**config.mk**
```make
export PLATFORM = sky130hd
export DESIGN_NAME = memacc_sequencer
export DESIGN_NICKNAME = d
export VERILOG_FILES = /design/src/rtl/memacc_seq_pkg.sv /design/src/rtl/memacc_sequencer.sv
export SDC_FILE = /design/constraint.sdc
export NUM_CORES = 1
export LEC_CHECK = 0
export BUFFER_PORTS_ARGS = -buffer_cell sky130_fd_sc_hd__buf_2
export CAP_MARGIN = 20
export CORE_MARGIN = 2
export CORE_UTILIZATION = 45
export CTS_CLUSTER_DIAMETER = 40
export CTS_CLUSTER_SIZE = 40
export DETAILED_ROUTE_END_ITERATION = 6
export HOLD_SLACK_MARGIN = 0.1
export PLACE_DENSITY = 0.7
export SLEW_MARGIN = 30
export SYNTH_ARGS = -nofsm -noshare
export SYNTH_HDL_FRONTEND = slang
export SYNTH_SLANG_ARGS = --single-unit
```
**constraint.sdc**
```tcl
create_clock -name wb_clk_i -period 2.3 [get_ports wb_clk_i]
set_input_delay 0.115 -clock wb_clk_i [delete_from_list [all_inputs] [get_ports wb_clk_i]]
set_output_delay 0.115 -clock wb_clk_i [all_outputs]
set_load 0.02 [all_outputs]
```
**src/rtl/memacc_seq_pkg.sv**
```systemverilog
// memacc_seq_pkg: shared types and constants for the MEMACC write sequencer.
// Holds the FSM state type, FIFO entry-type codes and FIFO CSR bit positions.
package memacc_seq_pkg;

  typedef enum logic [1:0] {
    S_IDLE  = 2'd0,
    S_LATCH = 2'd1,
    S_WRITE = 2'd2
  } state_t;

  localparam logic c_AD_SEL_ADDR = 1'b0;
  localparam logic c_AD_SEL_DATA = 1'b1;

  localparam int c_FIFO_FULL  = 16;
  localparam int c_FIFO_EMPTY = 17;

endpackage

```
**src/rtl/memacc_sequencer.sv**
```systemverilog
// memacc_sequencer: drains address/data entries from the MEMACC FIFO into memory writes.
// Ports: wb_clk_i/rst_n_i, enable_i, FIFO read side (fifo_*), memory write side (mem_*),
// status: cur_addr_o, wr_count_o, busy_o, sticky timeout_o with timeout_clr_i.
module memacc_sequencer
  import memacc_seq_pkg::*;
#(
  parameter int g_addr_width = 32,
  parameter int g_timeout    = 255
) (
  input  logic                    wb_clk_i,
  input  logic                    rst_n_i,
  input  logic                    enable_i,
  input  logic                    fifo_empty_i,
  output logic                    fifo_rd_req_o,
  input  logic                    fifo_ad_sel_i,
  input  logic [31:0]             fifo_ad_i,
  output logic [g_addr_width-1:0] mem_addr_o,
  output logic [31:0]             mem_data_o,
  output logic                    mem_we_o,
  input  logic                    mem_ack_i,
  output logic [g_addr_width-1:0] cur_addr_o,
  output logic [15:0]             wr_count_o,
  output logic                    busy_o,
  output logic                    timeout_o,
  input  logic                    timeout_clr_i
);

  localparam int TW = $clog2(g_timeout + 1);
  // Fire on the WRITE cycle in which the count would reach g_timeout.
  localparam logic [TW-1:0] TMO_LAST = TW'(g_timeout - 1);

  state_t state, state_nx;

  logic [g_addr_width-1:0] cur_addr;
  logic [TW-1:0]           tmo_cnt;
  logic                    is_write;
  logic                    is_addr;
  logic                    ack_hit;
  logic                    tmo_hit;

  assign is_write = (state == S_WRITE);
  assign is_addr  = (fifo_ad_sel_i == c_AD_SEL_ADDR);
  assign ack_hit  = is_write && mem_ack_i;
  // Ack has priority over a timeout in the same cycle.
  assign tmo_hit  = is_write && !mem_ack_i && (tmo_cnt == TMO_LAST);

  // Gated by reset so no fetch is requested while held in reset.
  assign fifo_rd_req_o = rst_n_i && (state == S_IDLE) &&
                         enable_i && !fifo_empty_i;

  assign mem_we_o   = is_write;
  assign busy_o     = (state != S_IDLE);
  assign cur_addr_o = cur_addr;

  always_ff @(posedge wb_clk_i or negedge rst_n_i) begin
    if (!rst_n_i) begin
      state <= S_IDLE;
    end else begin
      state <= state_nx;
    end
  end

  always_comb begin
    state_nx = state;
    unique case (state)
      S_IDLE: begin
        if (fifo_rd_req_o) state_nx = S_LATCH;
      end
      S_LATCH: begin
        state_nx = is_addr ? S_IDLE : S_WRITE;
      end
      S_WRITE: begin
        if (ack_hit || tmo_hit) state_nx = S_IDLE;
      end
      default: state_nx = S_IDLE;
    endcase
  end

  always_ff @(posedge wb_clk_i or negedge rst_n_i) begin
    if (!rst_n_i) begin
      cur_addr   <= '0;
      wr_count_o <= '0;
      mem_addr_o <= '0;
      mem_data_o <= '0;
      tmo_cnt    <= '0;
      timeout_o  <= 1'b0;
    end else begin
      if (state == S_LATCH) begin
        unique case (1'b1)
          (fifo_ad_sel_i == c_AD_SEL_ADDR): begin
            cur_addr <= fifo_ad_i[g_addr_width-1:0];
          end
          (fifo_ad_sel_i == c_AD_SEL_DATA): begin
            mem_data_o <= fifo_ad_i;
            mem_addr_o <= cur_addr;
            tmo_cnt    <= '0;
          end
          default: ;
        endcase
      end
      if (ack_hit) begin
        cur_addr   <= cur_addr + g_addr_width'(1);
        wr_count_o <= wr_count_o + 16'd1;
      end else if (is_write) begin
        tmo_cnt <= tmo_cnt + TW'(1);
      end
      if (tmo_hit) begin
        timeout_o <= 1'b1;
      end else if (timeout_clr_i) begin
        timeout_o <= 1'b0;
      end
    end
  end

endmodule

```
==> results of run 1 <==
[flip-flops by register name, summed over array words and instances, names as in the netlist]
name,count
cur_addr_o,32
mem_addr_o,32
mem_data_o,32
state,2
timeout_o,1
tmo_cnt,8
wr_count_o,16
[layout by cell type, fill, tap and decap left out, types with 3 or more instances in the layout]
cell type and instances:
buf_2 153, dfrtp_1 123, mux2_2 61, nand2_1 51, dlygate4sd3_1 37, nand3_1 29, nor2_1 28, clkbuf_16 17
o21ai_0 16, nand4_1 15, xnor2_1 15, buf_4 15, o211ai_1 14, nor3_1 12, a21oi_1 12, inv_1 8
and3_1 6, and4_1 5, nor4_1 5, mux2i_1 5, clkbuf_8 5, nand2b_1 4, o22ai_1 4, ha_1 4
clkinv_2 4, xor2_1 3, or3_1 3, a22oi_1 3, o311ai_0 3, a211oi_1 3, o21a_1 3, buf_12 3
[cell type report]
class | instances | share of cell area [%]
clock buffer | 24 | 6.664
clock inverter | 7 | 1.163
inverter | 8 | 0.3989
multi-input combinational | 336 | 30.91
sequential | 123 | 40.88
tap | 147 | 2.443
timing repair buffer | 209 | 17.53
[routing by layer]
layer / vias up / share of wire [%] / track usage (%)
li1: 2204 / - / -
met1: 2328 / 45 / 30.30
met2: 154 / 49 / 38.08
met3: 18 / 5.1 / 5.640
met4: 0 / 1.3 / 8.514
met5: - / 0 / 0
[stage by stage]
step	util, %	power, mW	hold slack [ns]
6_report	62.68	8.422	0.1917
5_1_grt	62.68	8.874	0.2348
4_1_cts	62.68	8.475	0.1902
3_5_place_dp	54.69	5.761	0.06801
3_3_place_gp	54.69	5.683	0.06218
2_1_floorplan	-	4.720	-0.1806
[power groups by stage]
stage	Sequential [mW]	Clock (mW)	Combinational [mW]
4_1_cts	3.28	2.68	2.52
5_1_grt	3.39	2.79	2.69
2_1_floorplan	3.96	0	0.757
6_report	3.29	2.63	2.50
3_5_place_dp	3.31	0	2.46
3_3_place_gp	3.26	0	2.42
[synth_stat cells (6+ instances only)]
cell	count	area share, %
xnor2_1	15	2.4
nand3_1	29	2.6
o21ai_0	16	1.4
nor2_1	28	1.9
nand2_1	51	3.5
buf_1	6	0.41
inv_1	8	0.54
mux2_2	61	12
and3_1	6	0.68
dfrtp_1	123	56
nand4_1	15	1.7
nor3_1	12	1.1
o211ai_1	14	1.9
clkbuf_1	10	0.68
a21oi_1	12	1.1
[critical path, stage by stage (launching register included)]
cell and delay [ns]:
dfrtp_1 0.35, ha_1 0.18, nand4_1 0.21, or3_1 0.52, or3_4 0.41, or3_1 0.35
o211ai_1 0.08
[worst max-delay path by stage]
stage	start	endpoint	depth (start not counted)	slack, ns
floorplan	cur_addr_o[1]	cur_addr_o[30]	7	0.004
detailed placement	cur_addr_o[1]	cur_addr_o[30]	6	0.14
finish	cur_addr_o[0]	cur_addr_o[30]	6	0.12
global route	cur_addr_o[0]	cur_addr_o[30]	6	0.01
CTS	cur_addr_o[1]	cur_addr_o[30]	6	0.13
global placement	cur_addr_o[0]	cur_addr_o[30]	6	0.20
[cells by family after synthesis]
kind of cell	count (synthesis)
AO/OA/AOI/OAI	73
XOR/XNOR	18
adder cells (fa/ha/maj)	4
buffers and inverters	29
flip-flops	123
multiplexers	66
AND/OR/NAND/NOR	175
==> results.yml, run 1 <==
run_status:
  status: "finished, final reports clean"
finish:
  seq_area_um2: 3078
  finalNetCount: 738
  antenna_cells: 0
  nFillCells: 990
  multi_input_area_um2: 2327
  postLayoutCellArea_um2: 7528
  area_growth_pct: 35.92
  finalNonFillerCells: 854
  drive_above_1_share_pct: 38.61
yosys:
  synth_edf_count: 0
  synth_area_um2: 5539
  yosys.area_share.xor_xnor_pct: 2.846
  async_flop_share_pct: 100.0
  synth_area_per_cell_um2: 11.35
  syn_nets: 531
  synth-simple-area-share_pct: 16.02
  synth_top_family_by_area: "simple AND/OR/NAND/NOR gates"
  synth_fa_ha_area_share_pct: 0.9035
  synth_compound_area_share_pct: 8.855
  ys_seq_elements: 123
  synthDistinctLibCells: 53
  synthCells: 488
  synth.area.mux_share_pct: 13.30
  ys_seq_area_share_pct: 55.57
  ys_warn_count: 0
  synth_flop_cell: "dfrtp_1"
clock_tree:
  h-tree-depth: 4
  clockBufferDepth: 2
  tritoncts: "built"
  path_clk_slew_ns: 0.05
  cts_setup_buffers: 0
  cts-hold-fix-buffers: 37
  cts_made_buffers: 17
  root_buffer: "clkbuf_16"
  cts_resized: 0
  insertion_delay_ns: 0.42
  numClockSinks: 123
pwr:
  p_int_mw: 5.500
  power.leakage_nw: 3.606
  power.density_nw_per_um2: 1119
  combinationalPowerShare_pct: 29.7
  switchingPower_mw: 2.922
  clkPwrFrac_pct: 31.3
  power_frac_seq_pct: 39.1
  sw_frac_of_total_pct: 34.70
  ir_drop_uv: 660.4
global_routing:
  grt_overflow: 0
  antenna_found_initial: 0
  first_global_vias: 4713
  grt_pass1_wl_um: 23780
  grt_max_degree: 48
  grt_usage_pct: 23.28
timing:
  skew_ns: 0.006761
  setup-tns-final_ns: 0
  rsz0062_at_grt: "no"
  fin_crit_ns: 2.178
  fmax_mhz: 459.1
  drv_slew: 0
  min_period_over_period_pct: 94.70
  worst_pin_slew_ns: 0.8261
  final_hold_viol_count: 0
  slew-limit-headroom_pct: 44.72
  setup_viol: 0
  setup_ws_ns: 0.1218
floorplan:
  row_count: 40
  die_area_um2: 13210
  ios: 155
  start_util_pct: 46.11
  core-area_um2: 12010
  chipHeight_um: 114.9
  die_w_um: 114.9
drt:
  drc: 0
  drtIter0Drc: 294
  drt_first_pass_iters: 5
  vias: 4704
  wl_per_cell_um: 17.04
  drt-total-wl_um: 14550
  ant_nets: 0
  vias_per_cell: 5.508
place:
  place_inst: 786
  pre_cts_slack_ns: 0.1403
  placed_cell_area_um2: 6569
  port_buffers: 154
  place_congestion: 0.8548
  dp_hpwl_um: 9873
critical_path:
  critical_path_class: "reg2reg"
  cp-start-kind: "flip-flop"
  cp-end-kind: "flip-flop"
  arrival_ns: 2.51
  r2r-end: "cur_addr_o[30]"
  r2r_slack_ns: 0.12
  r2r_cells: 6
  critPathRequiredTime_ns: 2.64
  regToRegStartpoint: "cur_addr_o[0]"
  crit_fanout: 6
worst_hold_path:
  hp-class: "in2async"
flow_run:
  maxCapViolations: 0
Note: power is estimated with default switching activity, not from simulation.
==> inputs of run 2 (changes only) <==
--- a/config.mk
+++ b/config.mk
@@ -7,13 +7,15 @@
 export LEC_CHECK = 0
 export BUFFER_PORTS_ARGS = -buffer_cell sky130_fd_sc_hd__buf_2
 export CAP_MARGIN = 20
+export CELL_PAD_IN_SITES_DETAIL_PLACEMENT = 1
+export CELL_PAD_IN_SITES_GLOBAL_PLACEMENT = 1
 export CORE_MARGIN = 2
-export CORE_UTILIZATION = 45
+export CORE_UTILIZATION = 40
 export CTS_CLUSTER_DIAMETER = 40
 export CTS_CLUSTER_SIZE = 40
 export DETAILED_ROUTE_END_ITERATION = 6
 export HOLD_SLACK_MARGIN = 0.1
-export PLACE_DENSITY = 0.7
+export PLACE_DENSITY_LB_ADDON = 0.1
 export SLEW_MARGIN = 30
 export SYNTH_ARGS = -nofsm -noshare
 export SYNTH_HDL_FRONTEND = slang
==> run 2 against run 1 <==
Net effect: clock skew grew 0.00083 ns; critical path type unchanged; count of clock-buffer cells in the layout is the same; highest routed layer unchanged; final area grew 0.12%; die area grew 12%; critical path depth is the same.
==> results.yml, run 2 (synthesis results as in run 1) <==
critical_path:
  cp-end-kind: "flip-flop"
  critical_path_class: "reg2reg"
  r2r_cells: 6
  crit_fanout: 3
  arrival_ns: 2.48
  cp.depth: 6
  critical_path.most_common_cell: "or3_1"
  critPathRequiredTime_ns: 2.64
  cp-start-kind: "flip-flop"
  cpMaxStageDelayCell: "or3_1"
  max_stage_delay_ns: 0.47
  cp_cell_sequence: "ha_1 -> nand4_1 -> or3_1 -> or3_4 -> or3_1 -> o211ai_1"
  path_buf_inv: 0
  cp_top_family: "simple AND/OR/NAND/NOR gates"
timing:
  skew_ns: 0.007589
  fin_crit_ns: 2.143
  final_hold_viol_count: 0
  setup_viol: 0
  slew-limit-headroom_pct: 42.76
  rsz0062_at_grt: "no"
  worst_pin_slew_ns: 0.8555
  drv_slew: 0
  fmax_mhz: 466.6
  setup-tns-final_ns: 0
  holdWs_ns: 0.1248
  min_period_over_period_pct: 93.19
drt:
  drc: 0
  ant_nets: 0
  drt-total-wl_um: 16800
  vias: 4764
  wl_per_cell_um: 18.98
  vias_per_cell: 5.383
  drt_first_pass_iters: 4
  drtIter0Drc: 196
finish:
  most-common-layout-cells: "buf_2 (153), dfrtp_1 (123), mux2_2 (61)"
  antenna_cells: 0
  finalNonFillerCells: 885
  finalNetCount: 739
  finish.utilization_pct: 56.25
  area_growth_pct: 36.07
  layout_commonest_cell: "buf_2"
  drive_above_1_share_pct: 38.79
  nFillCells: 1484
clock_tree:
  numClockSinks: 123
  cts-hold-fix-buffers: 36
  h-tree-depth: 4
  cts_resized: 0
  tritoncts: "built"
  insertion_delay_ns: 0.42
  cts_made_buffers: 17
  cts_setup_buffers: 0
  root_buffer: "clkbuf_16"
  clockBufferDepth: 2
  path_clk_slew_ns: 0.05
global_routing:
  grt_pass1_wl_um: 27100
  grt_usage_pct: 23.97
  grt_max_degree: 78
  grt_overflow: 0
  antenna_found_initial: 0
  first_global_vias: 5147
pwr:
  power.leakage_nw: 3.601
  ir_drop_uv: 626.6
  power.density_nw_per_um2: 1128
  fin_total_pwr_mw: 8.502
flow_run:
  maxCapViolations: 0
place:
  dp_hpwl_um: 11260
  port_buffers: 154
  place_inst: 817
  place_congestion: 0.7721
floorplan:
  ios: 155
  row_count: 42
  core-area_um2: 13400
  start_util_pct: 41.34
  die_area_um2: 14800
  chipHeight_um: 121.7
  die_w_um: 121.7
run_status:
  status: "finished, final reports clean"
worst_hold_path:
  hp-class: "in2async"
==> run 2: cell count changes in the layout (fill, tap and decap cells not counted), sizes merged <==
cell	delta
buf	+2
clkinv	+2
clkinvlp	-1
dlygate4sd3	-1
==> run 2: where the power goes <==
part           internal (mW)  leakage, nW  switching, mW
logic                   1.02         1.77           1.54
clock network           1.70        0.294          0.946
registers               2.77         1.54          0.535
==> run 2: area by class of cell <==
| type | instances | area [µm²] | area share (%) |
|---|---|---|---|
| clock inverters | 8 | 90.09 | 1.195 |
| inverters | 8 | 30.03 | 0.3984 |
| well taps | 176 | 220.2 | 2.922 |
| clock buffers | 24 | 491.7 | 6.524 |
| multi-input cells | 336 | 2327 | 30.88 |
| flip-flops and latches | 123 | 3078 | 40.84 |
| repair buffers | 210 | 1300 | 17.25 |
==> run 2: worst paths after layout <==
kind | start | to | slack, ns
min reg2reg | wr_count_o[15] | wr_count_o[15] | 0.47
max in group asynchronous | rst_n_i | mem_addr_o[17] | 1.51
min in group wb_clk_i | mem_ack_i | tmo_cnt[6] | 0.13
max reg2reg | cur_addr_o[0] | cur_addr_o[30] | 0.16
max | cur_addr_o[0] | cur_addr_o[30] | 0.16
min | rst_n_i | cur_addr_o[25] | 0.12
==> run 2: layer usage <==
layer,up-vias,GRT usage [%],part of all wire [%]
met2,121,40.70,50
met3,20,5.384,4.4
met5,-,0,0
met4,0,8.405,1.6
li1,2199,-,-
met1,2424,30.25,44
==> run 2: metrics by stage <==
| stage | setup slack [ns] | instance area, µm² |
|---|---|---|
| 2_1_floorplan | 0.004221 | 5539 |
| 3_3_place_gp | 0.2555 | 6595 |
| 3_5_place_dp | 0.1353 | 6595 |
| 4_1_cts | 0.1223 | 7537 |
| 5_1_grt | 0.004769 | 7537 |
| 6_report | 0.1567 | 7537 |
